### src/rtl/ahbl_uart_rx.sv
// AHB-Lite UART receiver: 8N1 framing, 16x oversampling, small receive FIFO.
// Firmware polls STATUS (or waits on irq) and pops received bytes from DATA.
module ahbl_uart_rx #(
  parameter int          FIFO_DEPTH       = 4,
  parameter logic [15:0] DEFAULT_PRESCALE = 16'd0
) (
  input  logic        HCLK,
  input  logic        HRESET,
  input  logic [31:0] HADDR,
  input  logic [1:0]  HTRANS,
  input  logic [2:0]  HSIZE,
  input  logic        HWRITE,
  input  logic        HREADY,
  input  logic        HSEL,
  input  logic [31:0] HWDATA,
  output logic        HREADYOUT,
  output logic [31:0] HRDATA,
  input  logic        rx,
  output logic        irq
);

  localparam int             AW       = $clog2(FIFO_DEPTH);
  localparam logic [AW:0]    CNT_FULL = (AW+1)'(FIFO_DEPTH);
  localparam logic [AW-1:0]  PTR_ONE  = AW'(1);
  localparam logic [AW:0]    CNT_ONE  = (AW+1)'(1);

  localparam logic [1:0] ST_IDLE  = 2'd0;
  localparam logic [1:0] ST_START = 2'd1;
  localparam logic [1:0] ST_DATA  = 2'd2;
  localparam logic [1:0] ST_STOP  = 2'd3;

  localparam logic [1:0] OFS_DATA   = 2'd0;
  localparam logic [1:0] OFS_STATUS = 2'd1;
  localparam logic [1:0] OFS_PRESC  = 2'd2;

  // ---------------------------------------------------------------------------
  // Bus address-phase capture
  // ---------------------------------------------------------------------------
  logic [1:0] addr_q, addr_d;
  logic       write_q, write_d;
  logic       valid_q, valid_d;

  // Latch the address phase; the following cycle is the data phase.
  always_comb begin
    valid_d = HSEL & HREADY & HTRANS[1];
    addr_d  = HADDR[3:2];
    write_d = HWRITE;
  end

  // Address-phase registers.
  always_ff @(posedge HCLK or posedge HRESET) begin
    if (HRESET) begin
      valid_q <= 1'b0;
      addr_q  <= 2'd0;
      write_q <= 1'b0;
    end else begin
      valid_q <= valid_d;
      addr_q  <= addr_d;
      write_q <= write_d;
    end
  end

  logic dp_rd, dp_wr;
  logic st_wr, pre_wr, pop_req;
  assign dp_rd   = valid_q & ~write_q;
  assign dp_wr   = valid_q & write_q;
  assign st_wr   = dp_wr & (addr_q == OFS_STATUS);
  assign pre_wr  = dp_wr & (addr_q == OFS_PRESC);
  assign pop_req = dp_rd & (addr_q == OFS_DATA);

  // ---------------------------------------------------------------------------
  // Prescaler / oversample tick
  // ---------------------------------------------------------------------------
  logic [15:0] prescale_q, prescale_d;
  logic [15:0] div_q, div_d;
  logic        tick;

  assign tick = (div_q == prescale_q);

  // Tick divider; a PRESCALE write restarts it so the new rate starts cleanly.
  always_comb begin
    prescale_d = prescale_q;
    div_d      = tick ? 16'd0 : div_q + 16'd1;
    if (pre_wr) begin
      prescale_d = HWDATA[15:0];
      div_d      = 16'd0;
    end
  end

  // Prescaler registers.
  always_ff @(posedge HCLK or posedge HRESET) begin
    if (HRESET) begin
      prescale_q <= DEFAULT_PRESCALE;
      div_q      <= 16'd0;
    end else begin
      prescale_q <= prescale_d;
      div_q      <= div_d;
    end
  end

  // ---------------------------------------------------------------------------
  // rx synchroniser (idle-high, so both stages reset to 1)
  // ---------------------------------------------------------------------------
  logic rx_meta_q, rx_meta_d;
  logic rx_s_q, rx_s_d;

  // Two-stage synchroniser chain.
  always_comb begin
    rx_meta_d = rx;
    rx_s_d    = rx_meta_q;
  end

  // Synchroniser flops.
  always_ff @(posedge HCLK or posedge HRESET) begin
    if (HRESET) begin
      rx_meta_q <= 1'b1;
      rx_s_q    <= 1'b1;
    end else begin
      rx_meta_q <= rx_meta_d;
      rx_s_q    <= rx_s_d;
    end
  end

  // ---------------------------------------------------------------------------
  // Receive FSM
  // ---------------------------------------------------------------------------
  logic [1:0] state_q, state_d;
  logic [3:0] cnt_q, cnt_d;
  logic [2:0] bitn_q, bitn_d;
  logic [7:0] shift_q, shift_d;
  logic       push_req;
  logic       ferr_set;

  // Frame sequencing: start is confirmed at mid-bit (8 ticks), then every
  // 16 ticks lands on the middle of the next data/stop bit.
  always_comb begin
    state_d  = state_q;
    cnt_d    = cnt_q;
    bitn_d   = bitn_q;
    shift_d  = shift_q;
    push_req = 1'b0;
    ferr_set = 1'b0;
    if (tick) begin
      case (state_q)
        ST_IDLE: begin
          if (!rx_s_q) begin
            state_d = ST_START;
            cnt_d   = 4'd0;
          end
        end
        ST_START: begin
          if (cnt_q == 4'd7) begin
            if (!rx_s_q) begin
              state_d = ST_DATA;
              cnt_d   = 4'd0;
              bitn_d  = 3'd0;
            end else begin
              state_d = ST_IDLE;
            end
          end else begin
            cnt_d = cnt_q + 4'd1;
          end
        end
        ST_DATA: begin
          if (cnt_q == 4'd15) begin
            shift_d = {rx_s_q, shift_q[7:1]};
            cnt_d   = 4'd0;
            if (bitn_q == 3'd7) state_d = ST_STOP;
            else                bitn_d  = bitn_q + 3'd1;
          end else begin
            cnt_d = cnt_q + 4'd1;
          end
        end
        ST_STOP: begin
          if (cnt_q == 4'd15) begin
            cnt_d   = 4'd0;
            state_d = ST_IDLE;
            if (rx_s_q) push_req = 1'b1;
            else        ferr_set = 1'b1;
          end else begin
            cnt_d = cnt_q + 4'd1;
          end
        end
        default: state_d = ST_IDLE;
      endcase
    end
  end

  // FSM registers.
  always_ff @(posedge HCLK or posedge HRESET) begin
    if (HRESET) begin
      state_q <= ST_IDLE;
      cnt_q   <= 4'd0;
      bitn_q  <= 3'd0;
      shift_q <= 8'd0;
    end else begin
      state_q <= state_d;
      cnt_q   <= cnt_d;
      bitn_q  <= bitn_d;
      shift_q <= shift_d;
    end
  end

  // ---------------------------------------------------------------------------
  // Receive FIFO
  // ---------------------------------------------------------------------------
  logic [7:0]    mem_q [FIFO_DEPTH];
  logic [AW-1:0] wr_ptr_q, wr_ptr_d;
  logic [AW-1:0] rd_ptr_q, rd_ptr_d;
  logic [AW:0]   count_q, count_d;
  logic          empty, full, push, pop, ovr_set;

  assign empty   = (count_q == '0);
  assign full    = (count_q == CNT_FULL);
  // A pop on an empty FIFO is a no-op; a push into a full FIFO only
  // succeeds if a pop frees a slot in the same cycle.
  assign pop     = pop_req & ~empty;
  assign push    = push_req & (~full | pop);
  assign ovr_set = push_req & full & ~pop;

  // Pointer and occupancy update; pointers wrap naturally at FIFO_DEPTH.
  always_comb begin
    wr_ptr_d = push ? wr_ptr_q + PTR_ONE : wr_ptr_q;
    rd_ptr_d = pop  ? rd_ptr_q + PTR_ONE : rd_ptr_q;
    count_d  = count_q;
    case ({push, pop})
      2'b10:   count_d = count_q + CNT_ONE;
      2'b01:   count_d = count_q - CNT_ONE;
      default: count_d = count_q;
    endcase
  end

  // FIFO control registers.
  always_ff @(posedge HCLK or posedge HRESET) begin
    if (HRESET) begin
      wr_ptr_q <= '0;
      rd_ptr_q <= '0;
      count_q  <= '0;
    end else begin
      wr_ptr_q <= wr_ptr_d;
      rd_ptr_q <= rd_ptr_d;
      count_q  <= count_d;
    end
  end

  // FIFO storage; contents are don't-care until written, so no reset.
  always_ff @(posedge HCLK) begin
    if (push) mem_q[wr_ptr_q] <= shift_q;
  end

  // ---------------------------------------------------------------------------
  // Sticky error flags (hardware set beats a simultaneous W1C)
  // ---------------------------------------------------------------------------
  logic overrun_q, overrun_d;
  logic frame_err_q, frame_err_d;

  // Flag next-state: set OR (held AND NOT cleared).
  always_comb begin
    overrun_d   = ovr_set  | (overrun_q   & ~(st_wr & HWDATA[2]));
    frame_err_d = ferr_set | (frame_err_q & ~(st_wr & HWDATA[3]));
  end

  // Flag registers.
  always_ff @(posedge HCLK or posedge HRESET) begin
    if (HRESET) begin
      overrun_q   <= 1'b0;
      frame_err_q <= 1'b0;
    end else begin
      overrun_q   <= overrun_d;
      frame_err_q <= frame_err_d;
    end
  end

  // ---------------------------------------------------------------------------
  // Read mux and outputs
  // ---------------------------------------------------------------------------
  logic [31:0] status_w;
  assign status_w = {28'd0, frame_err_q, overrun_q, full, ~empty};

  // Read data only during a valid read data phase, else 0.
  always_comb begin
    HRDATA = 32'd0;
    if (dp_rd) begin
      case (addr_q)
        OFS_DATA:   HRDATA = {24'd0, empty ? 8'd0 : mem_q[rd_ptr_q]};
        OFS_STATUS: HRDATA = status_w;
        OFS_PRESC:  HRDATA = {16'd0, prescale_q};
        default:    HRDATA = 32'd0;
      endcase
    end
  end

  assign HREADYOUT = 1'b1;
  assign irq       = ~empty | overrun_q | frame_err_q;

  // Bus bits the register map never looks at.
  logic unused_bits;
  assign unused_bits = ^{HADDR[31:4], HADDR[1:0], HTRANS[0], HSIZE, HWDATA[31:16]};

endmodule

### config.mk
export PLATFORM = sky130hd
export DESIGN_NAME = ahbl_uart_rx
export DESIGN_NICKNAME = d
export VERILOG_FILES = /design/src/rtl/ahbl_uart_rx.sv
export SDC_FILE = /design/constraint.sdc
export NUM_CORES = 1
export LEC_CHECK = 0
export CORE_MARGIN = 10
export CORE_UTILIZATION = 40
export CTS_CLUSTER_SIZE = 12
export DETAILED_ROUTE_END_ITERATION = 8
export PLACE_DENSITY = 0.79
export SETUP_SLACK_MARGIN = 0.4
export SLEW_MARGIN = 0
export SYNTH_ARGS = -nofsm -noshare
export SYNTH_HDL_FRONTEND = slang
export SYNTH_SLANG_ARGS = --single-unit
### constraint.sdc
create_clock -name HCLK -period 4.2 [get_ports HCLK]
set_clock_uncertainty 0.2 [all_clocks]
set_input_delay 0.84 -clock HCLK [delete_from_list [all_inputs] [get_ports HCLK]]
set_output_delay 0.84 -clock HCLK [all_outputs]
set_load 0.02 [all_outputs]
# ---- Word level (Yosys, flattened, before mapping)
# Memory sizes are Yosys's and may differ from the RTL's.
# Cells that the tools add are included.
dict set report op_classes {
  add_sub_neg 7
  n_eq_ne 19
  muxes 32
  n_bitwise 26
  reduce_logical 9
}
# op n
set ops {}
lappend ops {{two-way mux 16 bit} 3}
lappend ops {{case mux 16 bit (3 select lines)} 1}
lappend ops {{adder 16 x 1 -> 16 bit, second input constant} 1}
lappend ops {{equality test 16 bit} 1}
lappend ops {{bitwise AND 1 bit} 15}
lappend ops {{inequality test 2 bit, second input constant} 7}
lappend ops {{two-way mux 2 bit} 6}
lappend ops {{two-way mux 3 bit} 4}
lappend ops {{two-way mux 4 bit} 3}
lappend ops {{case mux 3 bit (2 select lines)} 2}
lappend ops {{case mux 4 bit (3 select lines)} 1}
lappend ops {{AND reduction 6 bit} 2}
lappend ops {{two-way mux 1 bit} 10}
lappend ops {{equality test 2 bit, second input constant} 4}
lappend ops {{two-way mux 8 bit} 1}
lappend ops {{case mux 2 bit (4 select lines)} 1}
lappend ops {{adder 3 x 1 -> 3 bit, second input constant} 2}
lappend ops {{equality test 2 x 1 -> 1 bit, second input constant} 3}
lappend ops {{equality test 3 bit, second input constant} 2}
lappend ops {{inverter 1 bit} 6}
lappend ops {{OR 1 bit} 5}
lappend ops {{adder 2 x 1 -> 2 bit, second input constant} 2}
lappend ops {{adder 4 x 1 -> 4 bit, second input constant} 1}
lappend ops {{equality test 4 x 3 -> 1 bit, second input constant} 1}
lappend ops {{7 further kinds} 9}
dict set report totals {
  ff_bits 64
  ram_bits 32
  output_inout_bits 34
  wordCells 110
  mem_count 1
}
# memory depth word_bits rd rd_ports_with_merged_regs wr line_no
set memory_table {}
lappend memory_table {mem_q 4 8 1 0 1 207} ;# logic [7:0] mem_q [FIFO_DEPTH];

# ---- Logic depth before layout (Yosys ltp)
dict set report depth {
  depth_word 8
  depth_mapped 8
}

# ---- Worst setup path before layout
# OpenSTA, ideal clock, no wires.
dict set report synth_timing {
  path_kind {register to register}
  from {register prescale_q[15]}
  to {register count_q[2]}
  setup_ns 0.125
  arrival_time_ns 2.317
  slack_ns 1.558
  path_stages_with_launch 8
  path_buffers 0
  path_cell_list {dfrtp_1 > xor2_1 > nor4_1 > nand4_2 > o21a_1 > fa_1 > mux2_2 > mux2_2}
}
dict set report synth_between {
  elab_chain_len 5
  word_cells_on_any_way 7
}
# element line_no
set synth_lines {}
lappend synth_lines {{start, declared} 74} ;# logic [15:0] prescale_q, prescale_d;
lappend synth_lines {{start signal, assigned} 96} ;# prescale_q <= prescale_d;
lappend synth_lines {{equality test 16 bit (*)} 78} ;# assign tick = (div_q == prescale_q);
lappend synth_lines {{two-way mux 1 bit (*)} 143} ;# if (tick) begin
lappend synth_lines {{bitwise AND 1 bit (*)} 218} ;# assign push = push_req & (~full | pop);
lappend synth_lines {{equality test 2 x 1 -> 1 bit / equality test 2 bit (equally long branches)} 226} ;# case ({push, pop})
lappend synth_lines {{case mux 3 bit (2 select lines) / nonzero test 2 bit (equally long branches)} --}
lappend synth_lines {{end signal, assigned} 242} ;# count_q <= count_d;
lappend synth_lines {{end, declared} 210} ;# logic [AW:0] count_q, count_d;
# Every way passes the cells marked *; elsewhere a longest branch is shown, timed or not.
# A chain may end at the register's enable or synchronous reset.

# ---- Worst setup path in the final report
dict set report layout_timing {
  from {register rd_ptr_q[0]}
  to {output port HRDATA[3]}
}
dict set report layout_between {
  elab_chain_len 4
}
# element line_no
set layout_lines {}
lappend layout_lines {{start, declared} 209} ;# logic [AW-1:0] rd_ptr_q, rd_ptr_d;
lappend layout_lines {{start signal, assigned} 241} ;# rd_ptr_q <= rd_ptr_d;
lappend layout_lines {{memory (4 x 8 bit)} --}
lappend layout_lines {{two-way mux 8 bit} 285} ;# OFS_DATA: HRDATA = {24'd0, empty ? 8'd0 : mem_q[rd_ptr_q]};
lappend layout_lines {{case mux 16 bit (3 select lines)} 284} ;# case (addr_q)
lappend layout_lines {{two-way mux 16 bit} 283} ;# if (dp_rd) begin
lappend layout_lines {{end, declared} 17} ;# output logic [31:0] HRDATA,
# No other way between the ends.

==> run summary <==
• Power Density: 398.7 nW/um^2
• final WL: 8899 um
• Initial DRC Count: 185
• first drt pass iteration count: 5
• number of design rule violations left after detail routing: 0
• Buf/Inv on CP: 1
• cells taking the most area after synthesis: dfrtp_1, edfxtp_1, mux2_2
• share of flip-flops with an asynchronous set or reset: 66.67%
• clock sinks: 96
• wire length of the first global-routing pass: 14980 um
• mean instance size in the synthesized netlist: 12.72 um^2
• synthesis-to-finish area growth: 17.22%
• insertion delay of the later-clocked pin in the worst-skew pair: 0.34 ns
• overall die area: 16020 um^2
• horizontal die dimension: 126.6 um
• GR Util All Layers: 11.55%
• TritonCTS clock tree: yes
• DR vias: 2758
• share of final-layout standard cells stronger than drive strength 1: 16.75%
• antenna viol nets, final: 0
• detailed placer's ending HPWL: 6488 um
• clock slew at the register clock pins of the worst setup and hold paths: 0.07 ns
• Post-Syn Area: 4542 um^2
• number of buffers created by CTS: 9
• Pwr Total: 2.122 mW
• critical path's most frequent cell: nor2_1
• cts-stage hold buffer count: 0
• overflow left after global routing: 0
• Final Hold Viols: 0
• num ports: 109
• routability congestion estimate: 0.8203
• area share of the leading cell type in the synthesized netlist: 34.16%
• final setup violation count: 0
• setup fix buffers added after clock tree synthesis: 0
• worst r2r path cells: 8
• transition time of the tightest slew-check pin: 0.9230 ns
• hold depth: 0
• pin count of the biggest net entering global routing: 45
• vias in the first global route: 2901
• input/output buffers: 41
• Main synth FF type: dfrtp_1
• number of gates resized after CTS: 0
• critical path class: reg -> out
• Die Y-Extent: 126.6 um
• f_max: 0.2802 GHz
• fill cell count: 964
• worst hold path class: reg -> reg
• relative slew slack: 38.46%
• synth unique cells: 49
• min-delay src: rx_meta_q
• CTS Buffer Depth: 2
• number of pins exceeding their max-slew limit in the final report: 0
• post-detailed-route via-to-cell ratio: 5.051
• worst flop-to-flop path startpoint: prescale_q[1]
• delay of the slowest cell on the worst path: 0.57 ns
• leading cell types in the layout, fill and taps excluded: dfrtp_1, clkdlybuf4s50_1, nor2_1, edfxtp_1, xor2_1
• clock root buffer: clkbuf_16
• synthesized instance count: 357
• Fin Hold WS: 0.1574 ns
• arrival time at the worst endpoint: 2.53 ns
• Post-layout nets: 485
• logic depth of the worst path, buffers included: 6
• number of antenna violations at the first check in global routing: 0
• final setup TNS: 0 ns
• crit path launch: rd_ptr_q[0]
• number of antenna repair diodes: 0
• number of enable flip-flop cells after synthesis: 32
• Wirelength per Cell: 16.30 um
• slowest cell on the critical path: mux4_2
• register cell area after layout: 2566 um^2
• leakage power: 2.116 nW
• Setup crit end kind: output port
• commonest non-fill, non-tap cell in the layout: dfrtp_1
• period utilisation layout: 84.97%
• maximum VDD drop: 0.0002195 V
• FF+latch count, synth: 96
• max-cap viol count: 0
• gate family responsible for the most delay along the worst path: multiplexers
• multi-input logic area: 1822 um^2
• Critical Path RT: 3.16 ns
• total number of placement rows: 38
• unrepaired setup endpoints after global routing: false
• run status: completed
• Initial Util: 41.35%
• sequential share of the synthesized area: 56.47%
• list of cells traversed by the critical path: mux4_2 -> a22oi_1 -> nor2_1 -> a31oi_1 -> nor2_1 -> clkdlybuf4s50_1
• startpoint class of the critical path: register
• minimum clock period after layout: 3.569 ns
• most area-hungry cell type in the Yosys netlist: dfrtp_1
• core area: 10980 um^2
• number of H-tree levels: 3
• number of warnings reported in the yosys synthesis log: 0
• Max FO, Critical Path: 10
• final design utilization: 48.47%
-- power breakdown --
part / switching [mW] / internal [mW]
clock: 0.357 / 0.409
combinational: 0.122 / 0.122
sequential: 0.0807 / 1.03
total: 0.560 / 1.56
-- cell type report --
cell class,instances,share of cell area [%]
Timing Repair Buffer,46,8.414
Inverter,9,0.6345
Multi-Input combinational cell,239,34.22
Tap cell,140,3.290
Sequential cell,96,48.20
Clock inverter,6,0.9401
Clock buffer,10,4.301
-- through the flow --
| stage | cell area, um^2 | worst slack, ns | std cells |
|---|---|---|---|
| after floorplan | 4598 | 1.558 | 372 |
| after global placement | 5044 | 0.8146 | 530 |
| after detailed placement | 5044 | 0.7944 | 530 |
| after CTS | 5323 | 0.4007 | 546 |
| after global routing | 5324 | 0.4680 | 546 |
| final | 5324 | 0.6311 | 546 |
-- synth_stat cells (2+ instances only) --
| cell | n |
|---|---|
| and3_1 | 6 |
| o21ai_0 | 4 |
| xnor2_1 | 8 |
| ha_1 | 8 |
| edfxtp_1 | 32 |
| nand2_1 | 17 |
| and2_1 | 13 |
| dfrtp_1 | 62 |
| nor2_1 | 35 |
| buf_4 | 17 |
| a22oi_1 | 3 |
| inv_1 | 9 |
| dfstp_2 | 2 |
| mux2_4 | 8 |
| nor4_2 | 3 |
| or3_1 | 2 |
| o31ai_1 | 2 |
| nand3_1 | 12 |
| conb_1 | 2 |
| mux4_2 | 8 |
| clkbuf_1 | 9 |
| a31oi_1 | 2 |
| mux2_2 | 20 |
| a21oi_1 | 7 |
| a22o_1 | 8 |
| nor3_1 | 11 |
| xor2_1 | 25 |
-- cell families (layout without fill, tap and decap cells) --
logic type | count (synthesis) | in the layout | synth area share [%]
other | 2 | 17 | 0.1654
flip-flops | 96 | 96 | 56.47
AND/OR/NAND/NOR | 110 | 110 | 12.89
XOR/XNOR | 33 | 33 | 6.364
multiplexers | 37 | 37 | 11.79
adder cells (fa/ha/maj) | 9 | 9 | 2.645
buffers and inverters | 37 | 71 | 4.655
AO/OA/AOI/OAI | 33 | 33 | 5.014
-- flip-flops by register name (all words and copies together), names as in the netlist, named ones only --
register / flops
rx_s_q: 1
rd_ptr_q: 2
wr_ptr_q: 2
bitn_q: 3
overrun_q: 1
addr_q: 2
cnt_q: 4
state_q: 1
write_q: 1
rx_meta_q: 1
valid_q: 1
prescale_q: 16
count_q: 3
frame_err_q: 1
shift_q: 8
mem_q: 32
div_q: 16
-- metal layers --
layer,wire [um],vias up,track usage [%]
met4,171,0,4.823
li1,-,1316,-
met3,545,15,3.540
met2,4536,71,19.17
met5,0,-,0
met1,3646,1356,13.58
-- final timing paths --
| kind | end | slack, ns |
|---|---|---|
| max in group asynchronous | rx_s_q | 2.12 |
| hold reg to reg | rx_s_q | 0.16 |
| hold / removal | rx_s_q | 0.16 |
| min in group asynchronous | count_q[1] | 0.81 |
| setup reg to reg | count_q[2] | 1.31 |
| setup / recovery | HRDATA[3] | 0.63 |
(Power assumes the default switching activity.)
